--- src/rtl/serial_pkg.sv ---
// Shared definitions for the bit-serial datapath (operand shifter, serial adder, collector).
//   OperandWidth   : default operand width in bits
//   serial_state_e : operand shifter FSM encoding (StIdle=0, StShift=1)
package serial_pkg;

    localparam int unsigned OperandWidth = 4;

    typedef enum logic [0:0] {
        StIdle  = 1'b0,
        StShift = 1'b1
    } serial_state_e;

endpackage

--- src/rtl/piso_shreg.sv ---
// Parallel-in / serial-out shift register, LSB out first.
//   clk       : rising-edge clock
//   reset     : asynchronous active-low reset, clears the register
//   load      : capture load_data (has priority over shift)
//   shift     : shift right by one, zero fill
//   load_data : parallel word to capture
//   ser_out   : current LSB of the register
module piso_shreg #(
    parameter int unsigned WIDTH = 4
) (
    input  logic             clk,
    input  logic             reset,
    input  logic             load,
    input  logic             shift,
    input  logic [WIDTH-1:0] load_data,
    output logic             ser_out
);

    logic [WIDTH-1:0] sh_q, sh_d;

    always_comb begin
        sh_d = sh_q;
        if (load) begin
            sh_d = load_data;
        end else if (shift) begin
            sh_d = sh_q >> 1;
        end
    end

    always_ff @(posedge clk or negedge reset) begin
        if (!reset) begin
            sh_q <= '0;
        end else begin
            sh_q <= sh_d;
        end
    end

    assign ser_out = sh_q[0];

endmodule

--- src/rtl/serial_operand_shifter.sv ---
// Serialises one parallel operand pair (A, B) per handshake into LSB-first beats with
// first/last framing for the bit-serial adder.
//   clk, reset           : clock, asynchronous active-low reset
//   in_valid/in_ready    : parallel operand handshake, in_a/in_b sampled on accept
//   bit_valid/bit_ready  : serial beat handshake
//   bit_a, bit_b         : current bits of A and B
//   bit_first, bit_last  : beat is bit 0 / bit WIDTH-1 of the word
//   busy                 : a word is in flight
module serial_operand_shifter
    import serial_pkg::*;
#(
    parameter int unsigned WIDTH = OperandWidth
) (
    input  logic             clk,
    input  logic             reset,
    input  logic             in_valid,
    output logic             in_ready,
    input  logic [WIDTH-1:0] in_a,
    input  logic [WIDTH-1:0] in_b,
    output logic             bit_valid,
    input  logic             bit_ready,
    output logic             bit_a,
    output logic             bit_b,
    output logic             bit_first,
    output logic             bit_last,
    output logic             busy
);

    localparam int unsigned CNT_W = (WIDTH > 1) ? $clog2(WIDTH) : 1;
    localparam logic [CNT_W-1:0] LastCnt = CNT_W'(WIDTH - 1);

    serial_state_e    state_q, state_d;
    logic [CNT_W-1:0] cnt_q, cnt_d;
    logic             load, shift;
    logic             sh_a_lsb, sh_b_lsb;
    logic             shifting;
    logic             at_last;

    assign shifting = (state_q == StShift);
    assign at_last  = (cnt_q == LastCnt);

    always_comb begin
        state_d   = state_q;
        cnt_d     = cnt_q;
        in_ready  = 1'b0;
        bit_valid = 1'b0;
        load      = 1'b0;
        shift     = 1'b0;
        case (state_q)
            StIdle: begin
                in_ready = 1'b1;
                if (in_valid) begin
                    load    = 1'b1;
                    cnt_d   = '0;
                    state_d = StShift;
                end
            end
            StShift: begin
                bit_valid = 1'b1;
                if (bit_ready) begin
                    if (at_last) begin
                        // Last transfer frees the slot: take the next pair with no bubble.
                        in_ready = 1'b1;
                        if (in_valid) begin
                            load  = 1'b1;
                            cnt_d = '0;
                        end else begin
                            state_d = StIdle;
                        end
                    end else begin
                        shift = 1'b1;
                        cnt_d = cnt_q + CNT_W'(1);
                    end
                end
            end
            default: state_d = StIdle;
        endcase
    end

    always_ff @(posedge clk or negedge reset) begin
        if (!reset) begin
            state_q <= StIdle;
            cnt_q   <= '0;
        end else begin
            state_q <= state_d;
            cnt_q   <= cnt_d;
        end
    end

    piso_shreg #(
        .WIDTH(WIDTH)
    ) u_sh_a (
        .clk      (clk),
        .reset    (reset),
        .load     (load),
        .shift    (shift),
        .load_data(in_a),
        .ser_out  (sh_a_lsb)
    );

    piso_shreg #(
        .WIDTH(WIDTH)
    ) u_sh_b (
        .clk      (clk),
        .reset    (reset),
        .load     (load),
        .shift    (shift),
        .load_data(in_b),
        .ser_out  (sh_b_lsb)
    );

    // Beat outputs are forced low outside SHIFT so idle leftovers never show.
    assign bit_a     = shifting & sh_a_lsb;
    assign bit_b     = shifting & sh_b_lsb;
    assign bit_first = shifting & (cnt_q == '0);
    assign bit_last  = shifting & at_last;
    assign busy      = shifting;

endmodule

--- config.mk ---
export PLATFORM = sky130hd
export DESIGN_NAME = serial_operand_shifter
export DESIGN_NICKNAME = d
export VERILOG_FILES = /design/src/rtl/serial_pkg.sv /design/src/rtl/piso_shreg.sv /design/src/rtl/serial_operand_shifter.sv
export SDC_FILE = /design/constraint.sdc
export NUM_CORES = 1
export LEC_CHECK = 0
export BUFFER_PORTS_ARGS = -buffer_cell sky130_fd_sc_hd__buf_2
export CAP_MARGIN = 20
export CORE_MARGIN = 2
export CORE_UTILIZATION = 31
export DETAILED_ROUTE_END_ITERATION = 12
export GPL_ROUTABILITY_DRIVEN = 0
export PLACE_DENSITY_LB_ADDON = 0.3
export SKIP_CTS_REPAIR_TIMING = 1
export SYNTH_ARGS = -nofsm -noshare
export SYNTH_HDL_FRONTEND = slang
export SYNTH_SLANG_ARGS = --single-unit
--- constraint.sdc ---
create_clock -name clk -period 1.8 [get_ports clk]
set_input_delay 0.36 -clock clk [delete_from_list [all_inputs] [get_ports clk]]
set_output_delay 0.36 -clock clk [all_outputs]
set_load 0.02 [all_outputs]
==> results of run 1 <==
-- flip-flops by register name (all words and copies together) (netlist names) --
name / cells
u_sh_a.sh_q: 4
u_sh_b.sh_q: 4
cnt_q: 2
busy: 1
-- through the flow --
step           worst slack [ns]  power [mW]  instances  cell area [sq um]  utilization
3_5_place_dp              0.224       0.951         97                777        0.392
6_report                  0.102        1.10        102                813        0.410
5_1_grt                  0.0346        1.20        102                813        0.410
3_3_place_gp              0.243       0.944         97                777        0.392
2_1_floorplan             0.281       0.825         53                661            -
4_1_cts                  0.0982        1.12        101                803        0.405
-- layout make-up --
type | instances | area [sq um]
clock buffers | 4 | 26.3
fillers | 186 | 1170
inverters | 5 | 18.8
multi-input cells | 35 | 352
flip-flops and latches | 11 | 275
well taps | 27 | 33.8
repair buffers | 20 | 108
-- logic make-up (layout without fill, tap and decap cells) --
group,after synthesis,count (layout)
adders and majority gates,3,3
muxes,14,14
buffers and inverters,7,29
DFF,11,11
and+or+nand+nor,13,13
AOI/OAI and AO/OA,5,5
-- worst register-to-register path: stages, from the launching register on --
cell and delay [ns]:
dfrtp_1 0.42, ha_1 0.24, nand3b_4 0.22, mux2_1 0.34
mux2_4 0.25
-- synthesized netlist by cell type (all sizes together) --
library cell / number
a21bo: 1
a32o: 2
and2: 4
buf: 2
dfrtp: 11
ha: 3
inv: 5
mux2: 12
mux2i: 2
nand2: 4
nand2b: 2
nand3b: 2
o21ai: 2
or3b: 1
-- report_power, final --
part | switching (mW) | internal, mW | leakage, nW
Sequential | 0.0565 | 0.339 | 0.140
Clock | 0.0786 | 0.0856 | 0.0150
Combinational | 0.246 | 0.297 | 0.303
Total | 0.381 | 0.721 | 0.458
-- worst paths after layout --
check	startpoint	endpoint	cells past startpoint
min in group asynchronous	reset	u_sh_b.sh_q[0]	2
min	in_b[3]	u_sh_b.sh_q[3]	3
max	cnt_q[0]	in_ready	3
min reg2reg	u_sh_b.sh_q[3]	u_sh_b.sh_q[3]	2
max reg2reg	cnt_q[0]	u_sh_a.sh_q[1]	4
max in group asynchronous	reset	u_sh_a.sh_q[3]	2
-- per-layer routing --
layer	track usage	part of all wire
met5	0	0
met4	0.0278	0
met3	0.0268	0.076
met2	0.147	0.40
met1	0.141	0.53
-- placed cells by master, fill, tap and decap left out --
cell           count
buf_2             18
dfrtp_1           11
mux2_1             6
mux2_4             6
inv_1              5
and2_1             4
nand2_1            3
ha_1               3
clkbuf_4           3
nand2b_1           2
o21ai_0            2
a32o_1             2
mux2i_1            2
a21bo_2            1
nand3b_4           1
nand2_4            1
nand3b_1           1
or3b_1             1
clkbuf_1           1
dlygate4sd3_1      1
buf_4              1
==> flow_summary.json, run 1 <==
{
  "fin_crit_ns": 1.70,
  "fp.dieW_um": 50.2,
  "yosys_warnings": 0,
  "synthTopCellsByArea": "dfrtp_1 (42%), mux2_4 (14%), mux2_1 (10%)",
  "cp_num_buf_inv": 1,
  "syn2layout_area_growth_pct": 23.1,
  "cp_data_required_time_ns": 1.44,
  "fp-row-count": 16,
  "vias": 454,
  "hpwl_um": 851,
  "cts_buffers": 3,
  "grt.total_usage": 0.0992,
  "wirelength_um": 1080,
  "cp_top_family": "flip-flops",
  "slew_headroom": 0.822,
  "synthAdderAreaFrac": 0.0568,
  "antennaDiodeCount": 0,
  "initialDrtViolationCount": 2,
  "final-setup-viol-count": 0,
  "slowest_delay_ns": 0.42,
  "grt_max_degree": 12,
  "synth_cell_types": 17,
  "insertion_delay_ns": 0.26,
  "rsz0062_at_grt": "false",
  "slew_viol_final": 0,
  "drtPass1Iterations": 3,
  "hold_viol_final": 0,
  "fin_setup_tns_ns": 0,
  "setup.worst_path.end_class": "output pin",
  "avgViaCountPerCell": 4.45,
  "synth-compound-area-share": 0.0606,
  "p_leak_nw": 0.458,
  "nNetsFinal": 91,
  "synth_top_family_by_area": "multiplexers",
  "holdWs_ns": 0.317,
  "cts.htree.levels": 1,
  "crit_slowest_cell": "dfrtp_1",
  "antenna_found_initial": 0,
  "cts_sinks": 11,
  "ant_nets": 0,
  "cp.arrival_ns": 1.34,
  "drc_errors": 0,
  "synth_top_area_frac": 0.417,
  "finalCritPeriodShare": 0.943,
  "critPathKind": "flop to output pin",
  "synthCells": 53,
  "hold_path.class": "input pin to flop",
  "syn_nets": 68,
  "vdd_drop_max_mv": 0.672,
  "die_area_sq_mm": 0.00252,
  "ff2ff_setup_slack_ns": 0.21,
  "grt_pass1_wl_um": 1900,
  "yosys.area.top_type": "dfrtp_1",
  "die_height_um": 50.2,
  "start_kind": "flop",
  "synthSimpleGateAreaFrac": 0.146,
  "initial_utilization": 0.333,
  "io_pins": 19,
  "drv_cap": 0,
  "cts_tree": "yes",
  "root_buffer": "clkbuf_4",
  "yosysSeqAreaShare": 0.417,
  "synth_xor_area_frac": 0,
  "cp_max_fo": 5,
  "synthMuxAreaShare": 0.269,
  "drive_gt1_frac": 0.413,
  "status": "complete, no violations",
  "fmax_mhz": 589,
  "ys_ff_latch": 11,
  "worstMarginPinSlew_ns": 0.267,
  "io_buffers": 18,
  "power.density_mw_per_mm2": 1360,
  "clock_path_buffers": 2,
  "core-area_sq_mm": 0.00198,
  "grt_pass1_vias": 422,
  "synth.avg_cell_area_sq_um": 12.5,
  "synth_area_sq_um": 661,
  "worstPathCellList": "ha_1 > a21bo_2 > buf_2",
  "cts.reportedPaths.clkPinSlew_ns": 0.07,
  "wl_per_cell_um": 10.5,
  "fin_skew_ns": 0.00283,
  "grt_overflow": 0
}
Power figures use the tool's default switching activity.
==> run 2: changes to the inputs <==
--- a/config.mk
+++ b/config.mk
@@ -7,6 +7,8 @@
 export LEC_CHECK = 0
 export BUFFER_PORTS_ARGS = -buffer_cell sky130_fd_sc_hd__buf_2
 export CAP_MARGIN = 20
+export CELL_PAD_IN_SITES_DETAIL_PLACEMENT = 1
+export CELL_PAD_IN_SITES_GLOBAL_PLACEMENT = 2
 export CORE_MARGIN = 2
 export CORE_UTILIZATION = 31
 export DETAILED_ROUTE_END_ITERATION = 12
==> run 2 against run 1 <==
  * Sequential share of layout area unchanged
  * First-iteration DRC count down 50%
  * Clock power up 3%
  * Die area unchanged
  * Hold slack worse by 0.0023 ns
  * Via count down 2.4%
  * Clock-buffer cell count unchanged
  * Clock skew up 0.0026 ns
  * Critical path depth unchanged
  * Total power up 0.35%
  * Largest power group unchanged
==> flow_summary.json, run 2 (synthesis gave the netlist of run 1 again) <==
{
  "status": "complete, no violations",
  "fillCellCount": 227,
  "multi_input_area_sq_um": 352,
  "slew_viol_final": 0,
  "wirelength_um": 1130,
  "final_common_cell": "buf_2",
  "insertion_delay_ns": 0.27,
  "syn2layout_area_growth_pct": 23.1,
  "fin_crit_ns": 1.69,
  "seq_area_sq_um": 275,
  "switching_power_mw": 0.386,
  "slew_headroom": 0.834,
  "initialDrtViolationCount": 1,
  "critPathKind": "flop to output pin",
  "antenna_found_initial": 0,
  "drtPass1Iterations": 3,
  "ant_nets": 0,
  "rsz0062_at_grt": "false",
  "intPower_mw": 0.721,
  "die_area_sq_mm": 0.00252,
  "clock_path_buffers": 2,
  "power.density_mw_per_mm2": 1360,
  "nNetsFinal": 91,
  "final-setup-viol-count": 0,
  "cp_max_fo": 5,
  "grt_overflow": 0,
  "avgViaCountPerCell": 4.34,
  "antennaDiodeCount": 0,
  "setup.worst_path.end_class": "output pin",
  "initial_utilization": 0.333,
  "dp.cells": 97,
  "grt.total_usage": 0.109,
  "hold_path.class": "input pin to flop",
  "fp-row-count": 16,
  "fp.dieW_um": 50.2,
  "wl_per_cell_um": 11.1,
  "pwr-share-seq": 0.360,
  "vias": 443,
  "fmax_mhz": 590,
  "final_cell_count_no_fill": 102,
  "switching_share": 0.348,
  "drv_cap": 0,
  "die_height_um": 50.2,
  "io_pins": 19,
  "cp.arrival_ns": 1.33,
  "grt_max_degree": 12,
  "cts.reportedPaths.clkPinSlew_ns": 0.07,
  "cts_buffers": 3,
  "p_leak_nw": 0.458,
  "fin_skew_ns": 0.00544,
  "root_buffer": "clkbuf_4",
  "hpwl_um": 899,
  "cts_sinks": 11,
  "worstMarginPinSlew_ns": 0.249,
  "cp_data_required_time_ns": 1.44,
  "largest_registers": "u_sh_a.sh_q (4), u_sh_b.sh_q (4), cnt_q (2)",
  "drive_gt1_frac": 0.413,
  "clockPowerShare": 0.153,
  "grt_pass1_wl_um": 2030,
  "cts.htree.levels": 1,
  "core-area_sq_mm": 0.00198,
  "fin_setup_tns_ns": 0,
  "grt_pass1_vias": 467,
  "drc_errors": 0,
  "p_comb_frac": 0.487,
  "cts_tree": "yes",
  "finalCritPeriodShare": 0.941,
  "mostFrequentLayoutCells": "buf_2 (18), dfrtp_1 (11), mux2_1 (6), mux2_4 (6), inv_1 (5)",
  "hold_viol_final": 0,
  "io_buffers": 18,
  "vdd_drop_max_mv": 0.577,
  "start_kind": "flop"
}
-- run 2: worst max-delay path, cell delays in order (launching register included) --
cell and delay [ns]:
dfrtp_1 0.42, ha_1 0.26, a21bo_2 0.23, buf_2 0.16
-- run 2: path summary, 6_finish.rpt --
path / startpoint / depth (start not counted) / slack, ns / endpoint
min in group asynchronous: reset / 2 / 0.49 / u_sh_b.sh_q[1]
setup reg to reg: cnt_q[0] / 4 / 0.21 / u_sh_a.sh_q[2]
max in group asynchronous: reset / 2 / 1.11 / cnt_q[1]
setup / recovery: cnt_q[0] / 3 / 0.11 / in_ready
hold reg to reg: u_sh_a.sh_q[3] / 2 / 0.54 / u_sh_a.sh_q[3]
hold / removal: in_a[3] / 3 / 0.32 / u_sh_a.sh_q[3]
-- run 2: final cells by class --
cell class / instances / area share
Clock buffer: 4 / 0.0323
Sequential cell: 11 / 0.338
Timing Repair Buffer: 20 / 0.132
Tap cell: 27 / 0.0415
Inverter: 5 / 0.0231
Multi-Input combinational cell: 35 / 0.432
-- run 2: power by group through the flow --
stage                     Sequential (mW)  Clock [mW]  Combinational [mW]
final                               0.399       0.169               0.539
after global routing                0.418       0.190               0.602
after CTS                           0.402       0.176               0.548
after floorplan                     0.389           0               0.436
after global placement              0.403           0               0.544
after detailed placement            0.407           0               0.548
-- run 2: metal layers --
layer | share of wire | global-route usage
met2 | 0.46 | 0.171
met3 | 0.045 | 0.0208
met1 | 0.47 | 0.130
met5 | 0 | 0
met4 | 0.019 | 0.0833
-- run 2: metrics by stage --
stage          cell area (sq um)  power [mW]  utilization  hold WS, ns  worst slack (ns)
2_1_floorplan                661       0.825            -       0.0644             0.281
3_3_place_gp                 777       0.946        0.392        0.247             0.229
3_5_place_dp                 777       0.955        0.392        0.244             0.220
4_1_cts                      803        1.13        0.405      -0.0504            0.0917
5_1_grt                      813        1.21        0.410        0.313            0.0332
6_report                     813        1.11        0.410        0.315             0.106
==> run 3: changes to the inputs <==
--- a/config.mk
+++ b/config.mk
@@ -14,6 +14,7 @@
 export DETAILED_ROUTE_END_ITERATION = 12
 export GPL_ROUTABILITY_DRIVEN = 0
 export PLACE_DENSITY_LB_ADDON = 0.3
+export REMOVE_ABC_BUFFERS = 1
 export SKIP_CTS_REPAIR_TIMING = 1
 export SYNTH_ARGS = -nofsm -noshare
 export SYNTH_HDL_FRONTEND = slang
==> run 3 against run 2 <==
  * Clock-buffer cell count is the same
  * Critical path depth unchanged
  * Clock skew is essentially flat
  * Register-to-register slack hardly changed
  * Critical endpoint unchanged
  * Critical path type unchanged
  * Highest routed layer unchanged
  * First-iteration DRC count is the same
==> flow_summary.json, run 3 (synthesis gave the netlist of run 1 again) <==
{
  "status": "complete, no violations",
  "fmax_mhz": 593,
  "worstPathCellList": "ha_1 > a21bo_2 > buf_2",
  "worst-path-stages": 3,
  "critPathKind": "flop to output pin",
  "core-area_sq_mm": 0.00198,
  "crit_path_end": "in_ready",
  "grt_overflow": 0,
  "holdWs_ns": 0.318,
  "r2r_cells": 4,
  "r2r-end": "u_sh_b.sh_q[2]",
  "antennaDiodeCount": 0,
  "vias": 450,
  "drtPass1Iterations": 3,
  "final_common_cell": "buf_2",
  "io_buffers": 18,
  "slew_viol_final": 0,
  "cp_data_required_time_ns": 1.44,
  "die_area_sq_mm": 0.00252,
  "slew_headroom": 0.759,
  "wirelength_um": 1190,
  "cts_buffers": 3,
  "final_area_sq_um": 806,
  "cts_sinks": 11,
  "root_buffer": "clkbuf_4",
  "grt_pass1_wl_um": 1970,
  "cts.htree.levels": 1,
  "finalCritPeriodShare": 0.937,
  "cp.arrival_ns": 1.33,
  "die_height_um": 50.2,
  "fillCellCount": 233,
  "cp_top_family": "flip-flops",
  "wl_per_cell_um": 11.8,
  "mostFrequentLayoutCells": "buf_2 (18), dfrtp_1 (11), mux2_1 (6), mux2_4 (6), inv_1 (5)",
  "cts_tree": "yes",
  "drc_errors": 0,
  "hold_path.startpoint": "in_a[0]",
  "io_pins": 19,
  "drv_cap": 0,
  "avgViaCountPerCell": 4.46,
  "final-setup-viol-count": 0,
  "ant_nets": 0,
  "initial_utilization": 0.333,
  "initialDrtViolationCount": 1,
  "power_mw": 1.11,
  "power.density_mw_per_mm2": 1370,
  "fin_skew_ns": 0.00514,
  "drive_gt1_frac": 0.405,
  "dp.cells": 96,
  "crit_slowest_cell": "dfrtp_1",
  "vdd_drop_max_mv": 0.619,
  "fp-row-count": 16,
  "p_leak_nw": 0.453,
  "grt_pass1_vias": 447,
  "cp_max_fo": 5,
  "critPathLaunch": "cnt_q[0]",
  "fin_setup_tns_ns": 0,
  "slowest_delay_ns": 0.42,
  "r2r-start": "cnt_q[0]",
  "antenna_found_initial": 0,
  "insertion_delay_ns": 0.27,
  "worstMarginPinSlew_ns": 0.362,
  "rsz0062_at_grt": "false",
  "setup.worst_path.end_class": "output pin",
  "hold_viol_final": 0,
  "fin_crit_ns": 1.69,
  "final_cell_count_no_fill": 101,
  "hold_path.class": "input pin to flop",
  "grt.total_usage": 0.108,
  "syn2layout_area_growth_pct": 22.0,
  "cp_num_buf_inv": 1,
  "hpwl_um": 913,
  "fp.dieW_um": 50.2,
  "placed_area_sq_um": 769,
  "nNetsFinal": 90,
  "start_kind": "flop",
  "largest_registers": "u_sh_a.sh_q (4), u_sh_b.sh_q (4), cnt_q (2)",
  "ff2ff_setup_slack_ns": 0.21,
  "grt_max_degree": 13,
  "clock_path_buffers": 2,
  "cts.reportedPaths.clkPinSlew_ns": 0.07
}
run 3: metal layers:
layer / part of all wire / GRT usage / wire length [um] / up-vias
met5: 0 / 0 / 0 / -
met1: 0.48 / 0.135 / 571 / 213
li1: - / - / - / 220
met3: 0.071 / 0.0476 / 84 / 2
met2: 0.44 / 0.162 / 520 / 15
met4: 0.010 / 0.0417 / 12 / 0
run 3: metrics by stage:
step | utilization | setup WS (ns)
2_1_floorplan | - | 0.169
3_3_place_gp | 0.388 | 0.236
3_5_place_dp | 0.388 | 0.212
4_1_cts | 0.402 | 0.0896
5_1_grt | 0.407 | 0.0366
6_report | 0.407 | 0.114
run 3: worst reg2reg max path: stages (launching register included):
cell      delay (ns)
dfrtp_1         0.42
ha_1            0.23
nand3b_4        0.22
mux2_1          0.35
mux2_4          0.26
run 3: power breakdown:
part,internal [mW],switching [mW]
combinational,0.294,0.244
sequential,0.339,0.0643
clock,0.0857,0.0813
run 3: worst min-delay path by stage:
stage          slack, ns  depth (start not counted)        endpoint
2_1_floorplan       0.06                          0            busy
3_3_place_gp        0.25                          1            busy
3_5_place_dp        0.24                          1            busy
4_1_cts            -0.05                          1            busy
5_1_grt             0.32                          2  u_sh_b.sh_q[0]
6_report            0.32                          2  u_sh_a.sh_q[0]
run 3: area by class of cell:
type                       count  area (sq um)  share of cell area
multi-input combinational     35           352               0.436
sequential                    11           275               0.342
timing repair buffer          19           100               0.124
tap                           27          33.8              0.0419
clock buffer                   4          26.3              0.0326
inverter                       5          18.8              0.0233
